--- config.mk ---
export PLATFORM = sky130hd
export DESIGN_NAME = seq_detect_prog_flat
export DESIGN_NICKNAME = d
export VERILOG_FILES = /design/src/rtl/seq_detect_pkg.sv /design/src/rtl/seq_detect_if.sv /design/src/rtl/seq_hist_shreg.sv /design/src/rtl/seq_detect_prog.sv /design/src/flat_wrapper.sv
export SDC_FILE = /design/constraint.sdc
export NUM_CORES = 1
export LEC_CHECK = 0
export CORE_MARGIN = 3
export CORE_UTILIZATION = 30
export CTS_CLUSTER_SIZE = 25
export DETAILED_ROUTE_END_ITERATION = 16
export SLEW_MARGIN = 10
export SYNTH_ARGS = -nofsm -noshare
export SYNTH_HDL_FRONTEND = slang
export SYNTH_SLANG_ARGS = --single-unit
--- constraint.sdc ---
create_clock -name clk -period 2.35 [get_ports clk]
set_input_delay 0.3525 -clock clk [delete_from_list [all_inputs] [get_ports clk]]
set_output_delay 0.3525 -clock clk [all_outputs]
set_load 0.05 [all_outputs]
--- src/rtl/seq_detect_pkg.sv ---
// Shared types and defaults for the programmable serial pattern detector.
// Optional match counter is built when SEQ_DET_CNT_EN is defined.
package seq_detect_pkg;

    localparam int PAT_W_DEF = 8;
    localparam int CNT_W_DEF = 16;

    typedef enum logic [1:0] {
        IDLE   = 2'd0,
        FILL   = 2'd1,
        DETECT = 2'd2
    } state_e;

endpackage

--- src/rtl/seq_detect_if.sv ---
// Control/data bundle between the bit sampler (master) and the detector (slave).
// Counter signals exist only when SEQ_DET_CNT_EN is defined.
interface seq_detect_if
    import seq_detect_pkg::*;
#(
    parameter int PAT_W = PAT_W_DEF
`ifdef SEQ_DET_CNT_EN
    , parameter int CNT_W = CNT_W_DEF
`endif
);
    localparam int LEN_W = $clog2(PAT_W + 1);

    logic             en;
    logic             cfg_load;
    logic [PAT_W-1:0] cfg_pattern;
    logic [LEN_W-1:0] cfg_len;
    logic             cfg_overlap;
    logic             din;
    logic             din_valid;
    logic             match;
    logic             busy;
`ifdef SEQ_DET_CNT_EN
    logic             cnt_clr;
    logic [CNT_W-1:0] match_cnt;
`endif

    modport master (
        output en, cfg_load, cfg_pattern, cfg_len, cfg_overlap,
        output din, din_valid,
`ifdef SEQ_DET_CNT_EN
        output cnt_clr,
        input  match_cnt,
`endif
        input  match, busy
    );

    modport slave (
        input  en, cfg_load, cfg_pattern, cfg_len, cfg_overlap,
        input  din, din_valid,
`ifdef SEQ_DET_CNT_EN
        input  cnt_clr,
        output match_cnt,
`endif
        output match, busy
    );

endinterface

--- src/rtl/seq_hist_shreg.sv ---
// Bit history shift register with a saturating fill counter.
// Clear has priority over shift.
module seq_hist_shreg
    import seq_detect_pkg::*;
#(
    parameter int PAT_W = PAT_W_DEF,
    parameter int LEN_W = $clog2(PAT_W + 1)
) (
    input  logic             clk,
    input  logic             rst_n,
    input  logic             clr_i,
    input  logic             shift_i,
    input  logic             din_i,
    output logic [PAT_W-1:0] hist_o,
    output logic [LEN_W-1:0] fill_o
);

    logic [PAT_W-1:0] hist_q;
    logic [LEN_W-1:0] fill_q;

    always_ff @(posedge clk or negedge rst_n) begin
        if (!rst_n) begin
            hist_q <= '0;
            fill_q <= '0;
        end else if (clr_i) begin
            hist_q <= '0;
            fill_q <= '0;
        end else if (shift_i) begin
            hist_q <= {hist_q[PAT_W-2:0], din_i};
            if (fill_q != LEN_W'(PAT_W))
                fill_q <= fill_q + LEN_W'(1);
        end
    end

    assign hist_o = hist_q;
    assign fill_o = fill_q;

endmodule

--- src/rtl/seq_detect_prog.sv ---
// Programmable serial pattern detector: config registers, FSM, masked compare.
// Define SEQ_DET_CNT_EN to add the saturating match counter.
module seq_detect_prog
    import seq_detect_pkg::*;
#(
    parameter int PAT_W = PAT_W_DEF
`ifdef SEQ_DET_CNT_EN
    , parameter int CNT_W = CNT_W_DEF
`endif
) (
    input  logic        clk,
    input  logic        rst_n,
    seq_detect_if.slave bus
);

    localparam int LEN_W = $clog2(PAT_W + 1);

    state_e           state_q;
    logic [PAT_W-1:0] pat_q;
    logic [LEN_W-1:0] len_q;
    logic             ovl_q;
    logic             match_q;

    logic [PAT_W-1:0] hist;
    logic [LEN_W-1:0] fill;
    logic [PAT_W-1:0] cand;
    logic [PAT_W-1:0] mask;
    logic             accept;
    logic             armed;
    logic             hit;
    logic             hist_clr;
    logic             unused_hist_msb;

    assign accept = bus.en & bus.din_valid & ~bus.cfg_load;
    assign cand   = {hist[PAT_W-2:0], bus.din};
    assign unused_hist_msb = hist[PAT_W-1];

    always_comb begin
        mask = '0;
        for (int i = 0; i < PAT_W; i++)
            mask[i] = (i < int'(len_q));
    end

    // Armed once the incoming bit completes len bits of history.
    assign armed = (len_q != '0) && (int'(fill) + 1 >= int'(len_q));
    assign hit   = accept & armed & (((cand ^ pat_q) & mask) == '0);

    assign hist_clr = ~bus.en | bus.cfg_load | (hit & ~ovl_q);

    seq_hist_shreg #(
        .PAT_W (PAT_W),
        .LEN_W (LEN_W)
    ) u_hist (
        .clk     (clk),
        .rst_n   (rst_n),
        .clr_i   (hist_clr),
        .shift_i (accept),
        .din_i   (bus.din),
        .hist_o  (hist),
        .fill_o  (fill)
    );

    always_ff @(posedge clk or negedge rst_n) begin
        if (!rst_n) begin
            state_q <= IDLE;
            pat_q   <= '0;
            len_q   <= '0;
            ovl_q   <= 1'b0;
            match_q <= 1'b0;
        end else begin
            match_q <= hit;
            if (bus.cfg_load) begin
                pat_q   <= bus.cfg_pattern;
                len_q   <= (int'(bus.cfg_len) > PAT_W) ?
                           LEN_W'(PAT_W) : bus.cfg_len;
                ovl_q   <= bus.cfg_overlap;
                state_q <= bus.en ? FILL : IDLE;
            end else if (!bus.en) begin
                state_q <= IDLE;
            end else if (hit && !ovl_q) begin
                state_q <= FILL;
            end else if (accept && armed) begin
                state_q <= DETECT;
            end else if (state_q == IDLE) begin
                state_q <= FILL;
            end
        end
    end

    assign bus.match = match_q;
    assign bus.busy  = (state_q != IDLE);

`ifdef SEQ_DET_CNT_EN
    logic [CNT_W-1:0] cnt_q;

    always_ff @(posedge clk or negedge rst_n) begin
        if (!rst_n)
            cnt_q <= '0;
        else if (bus.cnt_clr)
            cnt_q <= '0;
        else if (match_q && cnt_q != '1)
            cnt_q <= cnt_q + CNT_W'(1);
    end

    assign bus.match_cnt = cnt_q;
`endif

endmodule

--- src/flat_wrapper.sv ---
// flat-port wrapper written by rule: the top's interface ports become plain ports
module seq_detect_prog_flat import seq_detect_pkg::*;
#(
    parameter int PAT_W = PAT_W_DEF

)
  (clk, rst_n, bus_en, bus_cfg_load, bus_cfg_pattern, bus_cfg_len, bus_cfg_overlap, bus_din, bus_din_valid, bus_match, bus_busy);
  seq_detect_if #(.PAT_W(PAT_W)) bus_i ();
  input  logic clk;
  input  logic rst_n;
  input wire logic [$bits(bus_i.en)-1:0] bus_en;
  input wire logic [$bits(bus_i.cfg_load)-1:0] bus_cfg_load;
  input wire logic [$bits(bus_i.cfg_pattern)-1:0] bus_cfg_pattern;
  input wire logic [$bits(bus_i.cfg_len)-1:0] bus_cfg_len;
  input wire logic [$bits(bus_i.cfg_overlap)-1:0] bus_cfg_overlap;
  input wire logic [$bits(bus_i.din)-1:0] bus_din;
  input wire logic [$bits(bus_i.din_valid)-1:0] bus_din_valid;
  output wire logic [$bits(bus_i.match)-1:0] bus_match;
  output wire logic [$bits(bus_i.busy)-1:0] bus_busy;
  assign bus_i.en = bus_en;
  assign bus_i.cfg_load = bus_cfg_load;
  assign bus_i.cfg_pattern = bus_cfg_pattern;
  assign bus_i.cfg_len = bus_cfg_len;
  assign bus_i.cfg_overlap = bus_cfg_overlap;
  assign bus_i.din = bus_din;
  assign bus_i.din_valid = bus_din_valid;
  assign bus_match = bus_i.match;
  assign bus_busy = bus_i.busy;
  seq_detect_prog #(.PAT_W(PAT_W)) u_core (.clk(clk), .rst_n(rst_n), .bus(bus_i));
endmodule
Yosys cells after proc, flatten, opt, wreduce, memory -nomap -nowiden
Index checks and enable logic that the tools add are counted.
{ "word_totals": {"input_bits": 19, "ram_bits": 0, "memories": 0, "reg_bits": 27, "latchBits": 0, "mem_bits_ro": 0, "word_cells": 56} }
{ "classes": {"mux": 12, "addsub": 2, "reduce_logical": 11, "bitwise_logic": 12, "n_mul": 0, "magnitude_cmp": 10, "eq_ne": 2, "shift": 0, "n_div": 0} }
{ "ops": {"columns": ["cell", "count"], "rows": [
  ["32-bit by 5-bit >= comparator with 1-bit output", 1],
  ["3-bit by 4-bit < comparator with 1-bit output, first input constant", 4],
  ["4-bit two-way mux", 4],
  ["7-bit two-way mux", 2],
  ["2-bit two-way mux", 5],
  ["8-bit AND", 1],
  ["8-bit logical NOT", 1],
  ["1-bit by 4-bit < comparator with 1-bit output, first input constant", 2],
  ["2-bit by 4-bit < comparator with 1-bit output, first input constant", 2],
  ["8-bit bitwise XOR", 1],
  ["2-bit nonzero test", 3],
  ["4-bit by 1-bit adder with 5-bit output, second input constant", 1],
  ["1-bit AND", 5],
  ["5-bit by 1-bit != test with 1-bit output, second input constant", 1],
  ["4-bit by 1-bit adder with 4-bit output, second input constant", 1],
  ["4-bit > comparator, second input constant", 1],
  ["4-bit != test, second input constant", 1],
  ["4-bit nonzero test", 1],
  ["1-bit logical AND", 3],
  ["1-bit inverter", 3],
  ["2-bit logical NOT", 1],
  ["1-bit OR", 2],
  ["2-bit AND reduction", 1],
  ["1-bit logical NOT", 1],
  ["1-bit two-way mux", 1]
]} }

Longest topological paths before layout
Gate-level depths: netlist of the first run.
{ "logic_depth": {"ltp_word": 9, "ltp_mapped": 9, "mapped_depth_nobuf": 7} }

By module
From an unflattened synthesis of the first run, not the netlist that was laid out.
{ "unflattened": {"hier_cells": 135, "hier_area_um2": 1501.4} }
{ "by_module_without_submodules": {"columns": ["mod", "cells_per_inst", "n_inst", "area_per_inst_um2"], "rows": [
  ["seq_detect_prog", 86, 1, 943.4],
  ["seq_hist_shreg", 49, 1, 558.0]
]} }

Least setup slack after synthesis of the first run
Ideal clock, no wire load.
{ "synth_path": {"kind": "reg2reg", "from": "register u_core.len_q[2]", "to": "register u_core.state_q[1]", "period_less_slack_ns": 2.024, "setup_time_ns": 0.135, "setup_slack_ns": 0.326, "stages_incl_launch_ff": 7, "arrival_time_ns": 1.889, "path_cell_list": "dfrtp_1 > or4_4 > a222oi_1 > o221ai_2 > nor4_4 > buf_6 > nor3_1"} }
{ "synth_via": {"elab_chain_len": 8} }
{ "synth_lines": {"columns": ["element", "line", "rtl"], "rows": [
  ["start, declared", "seq_detect_prog.sv:20", "logic [LEN_W-1:0] len_q;"],
  ["start signal, assigned", "seq_detect_prog.sv:74", "len_q <= (int'(bus.cfg_len) > PAT_W) ?"],
  ["32-bit by 5-bit >= comparator with 1-bit output (tied with other cells)", "seq_detect_prog.sv:45", "assign armed = (len_q != '0) && (int'(fill) + 1 >= int'(len_q));"],
  ["1-bit logical AND or 8-bit AND (tied branches)", "seq_detect_prog.sv:45, seq_detect_prog.sv:46", null],
  ["1-bit AND or 8-bit logical NOT (tied branches)", "seq_detect_prog.sv:46", "assign hit = accept & armed & (((cand ^ pat_q) & mask) == '0);"],
  ["1-bit AND", "seq_detect_prog.sv:46", null],
  ["1-bit logical AND", "seq_detect_prog.sv:80", "end else if (hit && !ovl_q) begin"],
  ["2-bit two-way mux", "seq_detect_prog.sv:80", null],
  ["2-bit two-way mux", "seq_detect_prog.sv:78", "end else if (!bus.en) begin"],
  ["2-bit two-way mux", "seq_detect_prog.sv:72", "if (bus.cfg_load) begin"],
  ["end signal, assigned", "seq_detect_prog.sv:77", "state_q <= bus.en ? FILL : IDLE;"],
  ["end, declared", "seq_detect_prog.sv:18", "state_e state_q;"]
]} }
Parallel ways exist; a longest one is shown, timed or not.
A chain may end at the register's enable or synchronous reset.

Worst setup path after layout of the first run
{ "layout_path": {"from": "register u_core.len_q[2]", "to": "register u_core.u_hist.fill_q[3] (netlist: u_core.u_hist.fill_o[3])"} }
{ "layout_via": {"elab_chain_len": 8} }
{ "layout_lines": {"columns": ["element", "line", "rtl"], "rows": [
  ["32-bit by 5-bit >= comparator with 1-bit output (tied with other cells)", "seq_detect_prog.sv:45", null],
  ["1-bit logical AND or 8-bit AND (tied branches)", "seq_detect_prog.sv:45, seq_detect_prog.sv:46", null],
  ["1-bit AND or 8-bit logical NOT (tied branches)", "seq_detect_prog.sv:46", null],
  ["1-bit AND (*)", "seq_detect_prog.sv:46", null],
  ["1-bit AND (*)", "seq_detect_prog.sv:48", "assign hist_clr = ~bus.en | bus.cfg_load | (hit & ~ovl_q);"],
  ["1-bit OR (*)", "seq_detect_prog.sv:48", null],
  ["2-bit nonzero test (no source line)", null, null],
  ["2-bit AND reduction (no source line)", null, null],
  ["end signal, assigned", "seq_hist_shreg.sv:31", "fill_q <= fill_q + LEN_W'(1);"],
  ["end, declared", "seq_hist_shreg.sv:19", "logic [LEN_W-1:0] fill_q;"]
]} }
Every way passes the cells marked *; elsewhere a longest branch is shown, timed or not.

==> metrics.md, run 1 <==
| Metric | Value |
|---|---|
| Routed wire length | 3130 um |
| Largest net degree at the start of global routing | 28 |
| Most frequent cells in the layout | dfrtp_1 (27), clkdlybuf4s50_1 (20), xor2_1 (10), nor3_1 (10), mux2_2 (9) |
| Area delta synth->final | 20.6% |
| Post-DP Area | 0.00175 mm2 |
| Vias | 1032 |
| WP data required | 2.49 ns |
| CP bufs+invs | 1 |
| Slew margin rel. | 66.5% |
| Synth Instances | 133 |
| Sequential area share after synthesis | 45.5% |
| Post-route cell area | 0.00179 mm2 |
| Yosys Warn Count | 0 |
| CTS Hold Bufs | 0 |
| Final nets | 181 |
| Dominant cell type by area after synthesis | dfrtp_1 |
| CTS tree | built |
| Total negative slack | 0 ns |
| ANT cells | 0 |
| Post-route antenna net violation count | 0 |
| Num ports | 21 |
| Drt initial violations | 63 |
| Startpoint types | register |
| Slew Viols, Final | 0 |
| Hold Vio Cnt, Final | 0 |
| Setup violations, final | 0 |
| Simple-gate share of the synthesized area | 15.5% |
| Die span in x | 76.4 um |
| Fillers | 458 |
| Congestion Overflow GR | 0 |
| Place WS | 0.169 ns |
| H-Tree Depth | 1 |
| Time the worst path needs with I/O delays and setup | 2.22 ns |
| Drc violations | 0 |
| Critical-path cell list | or4_4 > a222oi_1 > o221ai_2 > nor4_4 > buf_4 > nor3_1 |
| Total of max-cap violations | 0 |
| Outcome | finished, final reports clean |
| Setup Fix Bufs, Post-CTS | 0 |
| Clock insertion delay at the later pin of the skew report | 0.27 ns |
| CTS-repair resized insts | 0 |
| Clock sinks | 27 |
| Antenna violations before repair | 0 |
| Clock power frac | 27.6% |
| Crit path DAT | 2.36 ns |
| Largest family of logic cells by synthesized area | simple AND/OR/NAND/NOR gates |
| Mux contribution to synthesized area | 12.2% |
| WL/cell | 14.2 um |
| Unrepaired setup endpoints after global routing | no |
| Placer Congestion | 0.775 |
| VDD IR max | 0.245 mV |
| FMAX | 451 MHz |
| LEAKAGE | 0.783 nW |
| Register area | 676 um2 |
| Port bufs | 20 |
| Clk_skew | 0.0109 ns |
| Sw Share | 26.0% |
| Seq cells post-synth | 27 |
| CP top delay family | simple AND/OR/NAND/NOR gates |
| Initial DRT Pass Iterations | 5 |
| Max incr delay on CP | 0.57 ns |
| Pwr Density | 528 mW/mm2 |
| Vias in the first global route | 1121 |
| Combinational power share | 18.1% |
| Pint | 0.701 mW |
| Mean post-synth cell area | 11.2 um2 |
| Root Driver | clkbuf_8 |
| Worst Path Max Fanout | 12 |
| Reg clk slew, reported paths | 0.10 ns |
| Initial core utilization | 32.5% |
| Worst hold path class | in -> async |
| First-pass GRT wire length | 5360 um |
| Top cell type's share of synthesized area | 45.5% |
| Yosys cell types | 36 |
| Net switching power | 0.246 mW |
| Part of the power in registers | 54.4% |
| Num CTS Buffers | 3 |
| Via/cell ratio | 4.69 |
| Die Footprint | 0.00583 mm2 |
| Share of cells above drive strength 1 | 17.4% |
| Critical path endpoint category | register |
| Post-Syn Area | 0.00149 mm2 |
| Site Rows | 24 |
| HPWL Detailed | 2470 um |
| Synth Area in Compound Gates | 9.52% |
| Commonest non-fill, non-tap cell in the layout | dfrtp_1 |
| Syn_nets | 158 |
| Fin crit share | 94.3% |
| Least-Margin Pin Slew | 0.500 ns |
| Post-Synth Adder-Cell Area | 5.05% |
| Worst Hold Slack | 0.442 ns |
| Footprint of the multi-input gates | 733 um2 |
| Tot GR Track Use | 11.3% |
| Critical Path Slowest Stage Cell | or4_4 |
| Core ar. | 0.00456 mm2 |
| Critical path class | reg -> reg |
| Top cells by area, synth | dfrtp_1 (45%), mux2_2 (6.8%), xor2_1 (5.9%), mux2i_1 (5.4%), ha_1 (5.1%) |
| Die Y | 76.4 um |
| Worst setup margin | 0.133 ns |
| Post-Synth XOR/XNOR Area | 7.08% |
| CTS max path bufs | 2 |
==> worst reg2reg max path, delay by kind of cell, from the launching register on <==
kind | cells | cell delay [ns]
buffers and inverters | 1 | 0.23
DFF | 1 | 0.46
AOI/OAI and AO/OA | 2 | 0.60
and+or+nand+nor | 3 | 0.81
==> layout make-up <==
cell class                 instances  area share (%)
clock buffer                       4            2.51
inverter                           7            1.47
multi-input combinational         93            40.9
sequential                        27            37.7
tap                               65            4.54
timing repair buffer              24            12.8
==> metal layers <==
metal | global-route usage [%] | up-vias | part of all wire [%]
met2 | 18.8 | 18 | 50
met4 | 3.44 | 0 | 1.2
met1 | 14.8 | 493 | 46
met3 | 2.25 | 4 | 3.5
li1 | - | 517 | -
met5 | 0 | - | 0
==> registers in the layout, summed over array words and instances (netlist names) <==
signal                flops
u_core.len_q              4
u_core.bus.match          1
u_core.u_hist.fill_o      4
u_core.state_q            2
u_core.ovl_q              1
u_core.pat_q              8
u_core.u_hist.hist_o      7
==> power by group through the flow <==
| stage | logic, mW | registers [mW] | clock network, mW |
|---|---|---|---|
| final | 0.171 | 0.515 | 0.261 |
| after global routing | 0.190 | 0.520 | 0.293 |
| after CTS | 0.173 | 0.515 | 0.271 |
| after detailed placement | 0.172 | 0.525 | 0 |
| after global placement | 0.167 | 0.523 | 0 |
| after floorplan | 0.110 | 0.517 | 0 |
==> cell families after synthesis <==
logic type,Yosys count
DFF,27
and+or+nand+nor,38
muxes,17
xor gates and xnor gates,12
adders and majority gates,6
AOI/OAI and AO/OA,20
buffers and inverters,13
==> metrics by stage <==
stage | utilization, % | cells | total power, mW
after floorplan | - | 133 | 0.626
after global placement | 38.3 | 216 | 0.690
after detailed placement | 38.3 | 216 | 0.697
after CTS | 39.3 | 220 | 0.959
after global routing | 39.3 | 220 | 1.00
final | 39.3 | 220 | 0.947
==> final timing paths <==
check / startpoint / endpoint / slack [ns] / cells after the start
max: u_core.len_q[2]$_DFFE_PN0P_ / u_core.u_hist.fill_o[3]$_DFFE_PN0P_ / 0.13 / 6
min: rst_n / u_core.pat_q[7]$_DFFE_PN0P_ / 0.44 / 2
max reg2reg: u_core.len_q[2]$_DFFE_PN0P_ / u_core.u_hist.fill_o[3]$_DFFE_PN0P_ / 0.13 / 6
min reg2reg: u_core.pat_q[3]$_DFFE_PN0P_ / u_core.pat_q[3]$_DFFE_PN0P_ / 0.54 / 1
max in group asynchronous: rst_n / u_core.bus.match$_DFF_PN0_ / 1.64 / 2
min in group clk: u_core.pat_q[3]$_DFFE_PN0P_ / u_core.pat_q[3]$_DFFE_PN0P_ / 0.54 / 1
==> Yosys cell counts <==
master and number:
buf_6 3, o21ai_0 4, o221ai_2 1, a31o_2 1
a21oi_1 5, or2b_2 1, nor2_1 4, mux2i_1 8
a211oi_1 1, inv_1 7, or3_2 1, xnor2_1 2
o211a_1 2, or4_4 1, a222oi_1 1, or2_2 2
dlygate4sd1_1 1, o211ai_1 2, dfrtp_1 27, nand3_1 2
nor4_4 1, ha_1 6, clkbuf_1 2, nand2b_1 1
o22ai_1 2, nor3_1 10, nor3_2 2, o21a_1 1
nand4b_1 1, mux2_2 9, nor3b_1 1, xor2_1 10
nand4_1 1, nor2b_1 1, or3b_2 1, nand2_1 8
Note: power is estimated with default switching activity, not from simulation.
==> run 2: changes to the inputs <==
Settings changed: MAX_ROUTING_LAYER from default to met4.
==> metrics.md, run 2 (same netlist as run 1, synthesis figures left out) <==
| Metric | Value |
|---|---|
| Final nets | 181 |
| Worst Path Max Fanout | 12 |
| Antenna violations before repair | 0 |
| Post-DP Area | 0.00175 mm2 |
| FF-to-FF path depth | 6 |
| HPWL Detailed | 2470 um |
| First-pass GRT wire length | 5350 um |
| Critical path class | reg -> reg |
| Critical path endpoint category | register |
| Initial DRT Pass Iterations | 4 |
| Initial core utilization | 32.5% |
| Max incr delay on CP | 0.57 ns |
| Reg with most FFs | u_core.pat_q |
| Critical-path cell list | or4_4 > a222oi_1 > o221ai_2 > nor4_4 > buf_4 > nor3_1 |
| LEAKAGE | 0.783 nW |
| CTS tree | built |
| Number of cells on the critical path | 6 |
| CTS max path bufs | 2 |
| Commonest non-fill, non-tap cell in the layout | dfrtp_1 |
| Critical Path Slowest Stage Cell | or4_4 |
| Reg clk slew, reported paths | 0.10 ns |
| DP Cell Count | 216 |
| Vias in the first global route | 1121 |
| Clock sinks | 27 |
| Place WS | 0.169 ns |
| Area delta synth->final | 20.6% |
| Unrepaired setup endpoints after global routing | no |
| Post-route antenna net violation count | 0 |
| Outcome | finished, final reports clean |
| Least-Margin Pin Slew | 0.500 ns |
| Crit path DAT | 2.36 ns |
| Num CTS Buffers | 3 |
| WL/cell | 14.3 um |
| Vias | 1053 |
| Fillers | 458 |
| Time the worst path needs with I/O delays and setup | 2.22 ns |
| Via/cell ratio | 4.79 |
| Util after Layout | 39.3% |
| Worst Hold Slack | 0.444 ns |
| Congestion Overflow GR | 0 |
| Routed wire length | 3140 um |
| CP top delay family | simple AND/OR/NAND/NOR gates |
| Root Driver | clkbuf_8 |
| Die span in x | 76.4 um |
| Clk_skew | 0.0104 ns |
| ANT cells | 0 |
| Tot GR Track Use | 11.6% |
| Worst hold path class | in -> async |
| Pwr Density | 529 mW/mm2 |
| Pint | 0.701 mW |
| Die Footprint | 0.00583 mm2 |
| R2r setup slk | 0.13 ns |
| Drt initial violations | 64 |
| CTS-repair resized insts | 0 |
| Clock power frac | 27.6% |
| Total negative slack | 0 ns |
| Worst setup margin | 0.134 ns |
| Core ar. | 0.00456 mm2 |
| Placer Congestion | 0.785 |
| Site Rows | 24 |
| Port bufs | 20 |
| Hold Vio Cnt, Final | 0 |
| VDD IR max | 0.245 mV |
| Setup Fix Bufs, Post-CTS | 0 |
| Most frequent cells in the layout | dfrtp_1 (27), clkdlybuf4s50_1 (20), xor2_1 (10), nor3_1 (10), mux2_2 (9) |
| Post-route cell area | 0.00179 mm2 |
| Fin crit share | 94.3% |
| Num ports | 21 |
| Pwr Total | 0.948 mW |
| Part of the power in registers | 54.3% |
| Setup violations, final | 0 |
| Share of cells above drive strength 1 | 17.4% |
| Drc violations | 0 |
| Net switching power | 0.247 mW |
| Clock insertion delay at the later pin of the skew report | 0.27 ns |
| Die Y | 76.4 um |
| Combinational power share | 18.0% |
| Largest net degree at the start of global routing | 28 |
| Number of flip-flops in the largest register | 8 |
| WP data required | 2.50 ns |
| CP bufs+invs | 1 |
| CTS Hold Bufs | 0 |
| H-Tree Depth | 1 |
| Startpoint types | register |
| Total of max-cap violations | 0 |
| Sw Share | 26.1% |
| FMAX | 451 MHz |
| Final non-filler cell total | 220 |
| Slew Viols, Final | 0 |
| Slew margin rel. | 66.5% |
==> run 2: cell counts in the layout (fill, tap and decap cells not counted) <==
No cell type changed its count.
==> run 2: routing by layer <==
metal,up-vias,track usage (%),wire (um)
met1,510,14.9,1420
met3,4,2.01,117
met2,24,18.8,1560
met4,0,3.44,36
met5,-,-,0
li1,515,-,-
==> run 2: worst paths after layout <==
check | from | to
max | u_core.len_q[2]$_DFFE_PN0P_ | u_core.u_hist.fill_o[3]$_DFFE_PN0P_
min | rst_n | u_core.pat_q[7]$_DFFE_PN0P_
max reg2reg | u_core.len_q[2]$_DFFE_PN0P_ | u_core.u_hist.fill_o[3]$_DFFE_PN0P_
min reg2reg | u_core.pat_q[3]$_DFFE_PN0P_ | u_core.pat_q[3]$_DFFE_PN0P_
max in group asynchronous | rst_n | u_core.bus.match$_DFF_PN0_
min in group clk | u_core.pat_q[3]$_DFFE_PN0P_ | u_core.pat_q[3]$_DFFE_PN0P_
==> run 2: layout make-up <==
class                      count  area [um2]  area share, %
multi-input combinational     93         733           40.9
sequential                    27         676           37.7
timing repair buffer          24         230           12.8
tap                           65        81.3           4.54
clock buffer                   4        45.0           2.51
inverter                       7        26.3           1.47
==> run 2: power by group through the flow <==
stage               Sequential (mW)  Combinational, mW  Clock, mW
detailed placement            0.525              0.172          0
floorplan                     0.517              0.110          0
CTS                           0.515              0.173      0.271
global route                  0.520              0.190      0.293
global placement              0.523              0.167          0
finish                        0.515              0.171      0.262
==> run 2: worst reg2reg max path: cells and delay by family (launching register included) <==
kind	cells	cell delay, ns
AND/OR/NAND/NOR	3	0.81
buffers and inverters	1	0.23
flip-flops	1	0.46
AO/OA/AOI/OAI	2	0.60
